**src/rtl/barrett_mu_gen_pkg.sv**
```systemverilog
`default_nettype none
// ============================================================================
// Module : barrett_mu_gen_pkg
// Brief  : Shared width default, FSM encoding and saturation constant for the
//          Barrett mu generator.
// Rev    : 1.0
// ============================================================================
package barrett_mu_gen_pkg;

   localparam int WIDTH_DEFAULT = 64;

   typedef enum logic [1:0] {
      ST_IDLE = 2'd0,
      ST_RUN  = 2'd1,
      ST_DONE = 2'd2
   } state_t;

   localparam logic [WIDTH_DEFAULT-1:0] MU_SAT = '1;

endpackage
`default_nettype wire

```
**src/rtl/barrett_div_step.sv**
```systemverilog
`default_nettype none
// ============================================================================
// Module : barrett_div_step
// Brief  : One restoring-division step: shift in a dividend bit, compare
//          against q, conditionally subtract.
// Rev    : 1.0
// ============================================================================
module barrett_div_step #(
   parameter int WIDTH = 64
) (
   input  logic [WIDTH:0]   rem,
   input  logic [WIDTH-1:0] q,
   input  logic             dividend_bit,
   output logic [WIDTH:0]   rem_next,
   output logic             q_bit
);

   logic [WIDTH:0] w_trial;
   logic [WIDTH:0] w_q_ext;
   logic           unused_rem_msb;

   // The remainder is always < q, so its top bit is zero and drops out of the shift.
   assign unused_rem_msb = rem[WIDTH];

   assign w_trial  = {rem[WIDTH-1:0], dividend_bit};
   assign w_q_ext  = {1'b0, q};
   assign q_bit    = (w_trial >= w_q_ext);
   assign rem_next = q_bit ? (w_trial - w_q_ext) : w_trial;

endmodule
`default_nettype wire

```
**src/rtl/barrett_mu_gen.sv**
```systemverilog
`default_nettype none
// ============================================================================
// Module : barrett_mu_gen
// Brief  : Sequential generator of mu = floor(2^WIDTH / q) by restoring long
//          division, one quotient bit per cycle, valid/ready on both sides.
// Rev    : 1.0
// ============================================================================
module barrett_mu_gen
   import barrett_mu_gen_pkg::*;
#(
   parameter int WIDTH = WIDTH_DEFAULT
) (
   input  logic             clk,
   input  logic             rst,
   input  logic             in_valid,
   output logic             in_ready,
   input  logic [WIDTH-1:0] q_in,
   output logic             out_valid,
   input  logic             out_ready,
   output logic [WIDTH-1:0] q_out,
   output logic [WIDTH-1:0] mu_out,
   output logic             err
);

   localparam int             CNT_W    = $clog2(WIDTH + 1);
   localparam logic [WIDTH-1:0] C_MU_SAT = {WIDTH{MU_SAT[0]}};

   state_t           r_state;
   state_t           w_state_nxt;
   logic [WIDTH:0]   r_rem;
   logic [WIDTH:0]   r_quo;
   logic [WIDTH-1:0] r_q;
   logic [WIDTH-1:0] r_mu;
   logic             r_err;
   logic             r_out_valid;
   logic [CNT_W-1:0] r_cnt;

   logic [WIDTH:0]   w_rem_nxt;
   logic             w_q_bit;
   logic             w_div_bit;
   logic             w_q_small;
   logic             unused_quo_msb;

   // 2^WIDTH fed MSB-first: the leading one lands on the first iteration only.
   assign w_div_bit      = (r_cnt == CNT_W'(WIDTH));
   assign w_q_small      = (r_q < WIDTH'(2));
   assign unused_quo_msb = r_quo[WIDTH];

   barrett_div_step #(
      .WIDTH (WIDTH)
   ) u_step (
      .rem          (r_rem),
      .q            (r_q),
      .dividend_bit (w_div_bit),
      .rem_next     (w_rem_nxt),
      .q_bit        (w_q_bit)
   );

   always_ff @(posedge clk) begin
      if (rst) begin
         r_state <= ST_IDLE;
      end else begin
         r_state <= w_state_nxt;
      end
   end

   always_comb begin
      w_state_nxt = r_state;
      case (r_state)
         ST_IDLE: if (in_valid)                 w_state_nxt = ST_RUN;
         ST_RUN:  if (r_cnt == '0)              w_state_nxt = ST_DONE;
         ST_DONE: if (r_out_valid && out_ready) w_state_nxt = ST_IDLE;
         default:                               w_state_nxt = ST_IDLE;
      endcase
   end

   always_ff @(posedge clk) begin
      if (rst) begin
         r_rem       <= '0;
         r_quo       <= '0;
         r_q         <= '0;
         r_mu        <= '0;
         r_err       <= 1'b0;
         r_out_valid <= 1'b0;
         r_cnt       <= '0;
      end else begin
         case (r_state)
            ST_IDLE: begin
               if (in_valid) begin
                  r_q   <= q_in;
                  r_rem <= '0;
                  r_quo <= '0;
                  r_cnt <= CNT_W'(WIDTH);
               end
            end
            ST_RUN: begin
               r_rem <= w_rem_nxt;
               r_quo <= {r_quo[WIDTH-1:0], w_q_bit};
               if (r_cnt != '0) begin
                  r_cnt <= r_cnt - CNT_W'(1);
               end
            end
            ST_DONE: begin
               // Result is registered one cycle after the last step; q < 2 saturates.
               if (!r_out_valid) begin
                  r_out_valid <= 1'b1;
                  r_mu        <= w_q_small ? C_MU_SAT : r_quo[WIDTH-1:0];
                  r_err       <= w_q_small;
               end else if (out_ready) begin
                  r_out_valid <= 1'b0;
               end
            end
            default: ;
         endcase
      end
   end

   assign in_ready  = (r_state == ST_IDLE);
   assign out_valid = r_out_valid;
   assign q_out     = r_q;
   assign mu_out    = r_mu;
   assign err       = r_err;

endmodule
`default_nettype wire

```
**config.mk**
```make
export PLATFORM = sky130hd
export DESIGN_NAME = barrett_mu_gen
export DESIGN_NICKNAME = d
export VERILOG_FILES = /design/src/rtl/barrett_mu_gen_pkg.sv /design/src/rtl/barrett_div_step.sv /design/src/rtl/barrett_mu_gen.sv
export SDC_FILE = /design/constraint.sdc
export NUM_CORES = 1
export LEC_CHECK = 0
export ABC_AREA = 1
export CAP_MARGIN = 20
export CORE_UTILIZATION = 45
export DETAILED_ROUTE_END_ITERATION = 6
export PLACE_DENSITY = 0.71
export SYNTH_ARGS = -nofsm -noshare
export SYNTH_HDL_FRONTEND = slang
export SYNTH_SLANG_ARGS = --single-unit
```
**constraint.sdc**
```tcl
create_clock -name clk -period 2.75 [get_ports clk]
set_input_delay 0.55 -clock clk [delete_from_list [all_inputs] [get_ports clk]]
set_output_delay 0.55 -clock clk [all_outputs]
set_load 0.1 [all_outputs]
```
==> flow_summary.json, run 1 <==
{
  "grt_pass1_vias": 17392,
  "finalSetupViolCount": 0,
  "multiInputGateArea_um2": 9970,
  "chipHeight_um": 197,
  "p_leak_nw": 11.0,
  "yosysSeqAreaShare": 0.313,
  "dieArea_um2": 38700,
  "coreArea_um2": 37000,
  "regToRegStartpoint": "q_out[3]$_SDFFE_PP0P_",
  "async_reset_ff_frac": 0,
  "cts.root.buffer_cell": "clkbuf_16",
  "yosys.area_share.simple": 0.362,
  "final_layout_size_suffix_gt1_frac": 0.201,
  "cp-endpoint": "r_rem[45]$_SDFFE_PP0P_",
  "tritoncts": "done",
  "dp_hpwl_um": 44900,
  "arrival_ns": 3.20,
  "clk_pin_slew_ns": 0.06,
  "clkLatencyLatePin_ns": 0.61,
  "drtIter0Drc": 1370,
  "worst_r2r_endpoint": "r_rem[45]$_SDFFE_PP0P_",
  "ir_drop_mv": 0.818,
  "viasPerCell": 5.12,
  "syn_area_per_cell_um2": 6.12,
  "rsz0062_at_grt": "yes",
  "synth_top_family_by_area": "simple AND/OR/NAND/NOR gates",
  "io_pins": 199,
  "fin_nets": 3226,
  "synth.distinct_cells": 37,
  "io_buffers": 198,
  "grt_util_all_layers": 0.303,
  "cp-end-kind": "register",
  "tns_ns": 0,
  "antenna_found_initial": 0,
  "synth-xor-area-share": 0.0159,
  "grt_overflow_total": 0,
  "drc": 0,
  "layout_common_cells": "nand2_1 (1000), inv_1 (471), buf_4 (293)",
  "critPathMaxFanout": 5,
  "postRouteWirelength_um": 62100,
  "dp.cells": 3547,
  "ys_ff_latch": 267,
  "dp_slack_ns": -0.150,
  "rows": 70,
  "fin_skew_ns": 0.0474,
  "n_antenna_cell": 0,
  "synth_warnings": 0,
  "synth_edf_count": 0,
  "grt_pass1_wl_um": 93100,
  "syn_area_um2": 17100,
  "seq_area_um2": 5420,
  "finalCritPeriodShare": 0.973,
  "min_path_type": "register to register",
  "final_common_cell": "nand2_1",
  "fmax_mhz": 374,
  "ys.flop_type": "dfxtp_1",
  "startpoint": "q_out[3]$_SDFFE_PP0P_",
  "r2r_cells": 19,
  "fin_util": 0.602,
  "die_width_um": 197,
  "worstPathRequired_ns": 3.27,
  "cts.sinks": 267,
  "cts_buffer_depth": 3,
  "grt_max_degree": 199,
  "hold_viol": 0,
  "ctsHoldBuffers": 0,
  "drtAntennaViolNets": 0,
  "p_per_area_nw_per_um2": 611,
  "cp-start-kind": "register",
  "synth_adder_area_share": 0.0489,
  "vias": 18496,
  "power_mw": 13.6,
  "worst_pin_slew_ns": 0.916,
  "synth.area.mux_share": 0,
  "crit_type": "register to register",
  "status": "finished clean",
  "wl_per_cell_um": 17.2,
  "cts_max_level": 1,
  "r2r_slack_ns": 0.07,
  "slew_headroom": 0.389,
  "place.gp.congestion": 1.06,
  "synthCells": 2789,
  "synth_nets": 2923,
  "initial_utilization": 0.461,
  "fin_crit_ns": 2.68,
  "drv_cap": 0,
  "final_cells": 3615,
  "synth_compound_area_frac": 0.119,
  "area_growth_pct": 30.5,
  "timing.final.ws_setup_ns": 0.0745,
  "dr.pass1.iters": 6,
  "drv_slew": 0,
  "numCtsBuffers": 29,
  "fillers": 3627
}
[area by class of cell]
| cell class | count | area share |
|---|---|---|
| flip-flops and latches | 267 | 0.244 |
| inverters | 488 | 0.0823 |
| clock buffers | 41 | 0.0378 |
| multi-input cells | 1921 | 0.448 |
| well taps | 504 | 0.0283 |
| clock inverters | 9 | 0.00731 |
| repair buffers | 385 | 0.152 |
[synthesized netlist by cell type, types with 2 or more instances]
master	count	area [µm²]
nor3_2	4	40.0
nand2_1	1030	3870
ha_1	65	813
inv_1	475	1780
a21oi_1	245	1230
inv_2	13	48.8
nor4_1	11	68.8
nor2_2	7	43.8
buf_1	8	30.0
xor2_1	2	17.5
nand3_2	61	611
dfxtp_1	267	5350
buf_6	16	180
nor2_1	125	469
nand3_1	127	636
and2_1	6	37.5
nand4_1	25	156
nand3b_1	4	30.0
clkbuf_1	77	289
nor3_1	16	80.1
buf_4	4	30.0
buf_2	8	40.0
xnor2_1	29	254
a31oi_1	64	400
nand2_2	8	50.1
or2_2	2	12.5
and3_1	7	43.8
o21ai_0	74	370
[what timing repair did]
item                                    CTS  global route
endpoints found under the setup margin   27            64
pin swaps                                 1            23
resized for setup                        13           120
buffers inserted                          0             9
cloned                                    0             9
[cell families after synthesis]
group | Yosys count
fa+ha+maj | 66
flops | 267
compound gates | 388
buf+inv | 601
xor+xnor | 31
simple gates | 1436
[registers in the layout, summed over array words and instances, names as in the netlist]
signal     count
r_quo         64
err            1
r_rem         64
out_valid      1
r_cnt          7
mu_out        64
r_state        2
q_out         64
[report_power, final]
| group | internal, mW | switching, mW | total (mW) | leakage [nW] |
|---|---|---|---|---|
| Combinational | 1.61 | 3.66 | 5.27 | 8.28 |
| Clock | 2.49 | 1.65 | 4.14 | 0.492 |
| Sequential | 4.06 | 0.116 | 4.18 | 2.19 |
[worst min-delay path by stage]
stage	from	to	slack [ns]	cells after the start
after floorplan	r_quo[63]$_SDFFE_PP0P_	r_quo[63]$_SDFFE_PP0P_	0.44	2
after detailed placement	r_quo[63]$_SDFFE_PP0P_	r_quo[63]$_SDFFE_PP0P_	0.47	2
after global placement	err$_SDFFE_PP0P_	err$_SDFFE_PP0P_	0.46	2
final	r_quo[4]$_SDFFE_PP0P_	r_quo[5]$_SDFFE_PP0P_	0.44	2
after global routing	r_quo[4]$_SDFFE_PP0P_	r_quo[5]$_SDFFE_PP0P_	0.49	2
after CTS	r_quo[4]$_SDFFE_PP0P_	r_quo[5]$_SDFFE_PP0P_	0.46	2
[metrics by stage]
step | instance area, µm² | hold slack (ns)
after floorplan | 17100 | 0.441
after global placement | 20300 | 0.458
after detailed placement | 20300 | 0.465
after CTS | 21400 | 0.462
after global routing | 22300 | 0.488
final | 22300 | 0.444
[critical path: stages (launching register included)]
cell       delay [ns]
dfxtp_2          0.34
inv_1            0.06
ha_1             0.40
nand2_2          0.11
nor2_1           0.11
nand2_1          0.07
nand3_2          0.08
nand2_1          0.06
nand2_2          0.11
nand2_1          0.08
nand2_2          0.14
nand2_4          0.08
nand2_4          0.10
nand2_8          0.08
buf_12           0.16
clkbuf_16        0.16
buf_4            0.16
nand3_2          0.05
nand3_1          0.08
a21oi_1          0.19
[layer usage]
layer	vias up	wire, µm	GRT usage
li1	9268	-	-
met1	8603	27700	0.400
met2	529	28600	0.511
met3	96	3860	0.0474
met4	0	1980	0.0867
met5	-	0	0
(Power assumes the default switching activity.)
==> run 2, diff against run 1 <==
ABC_CLOCK_PERIOD_IN_PS = 2750   (was default)
==> results of run 2 <==
Final layout, timing and power as in run 1 (identical DEF).
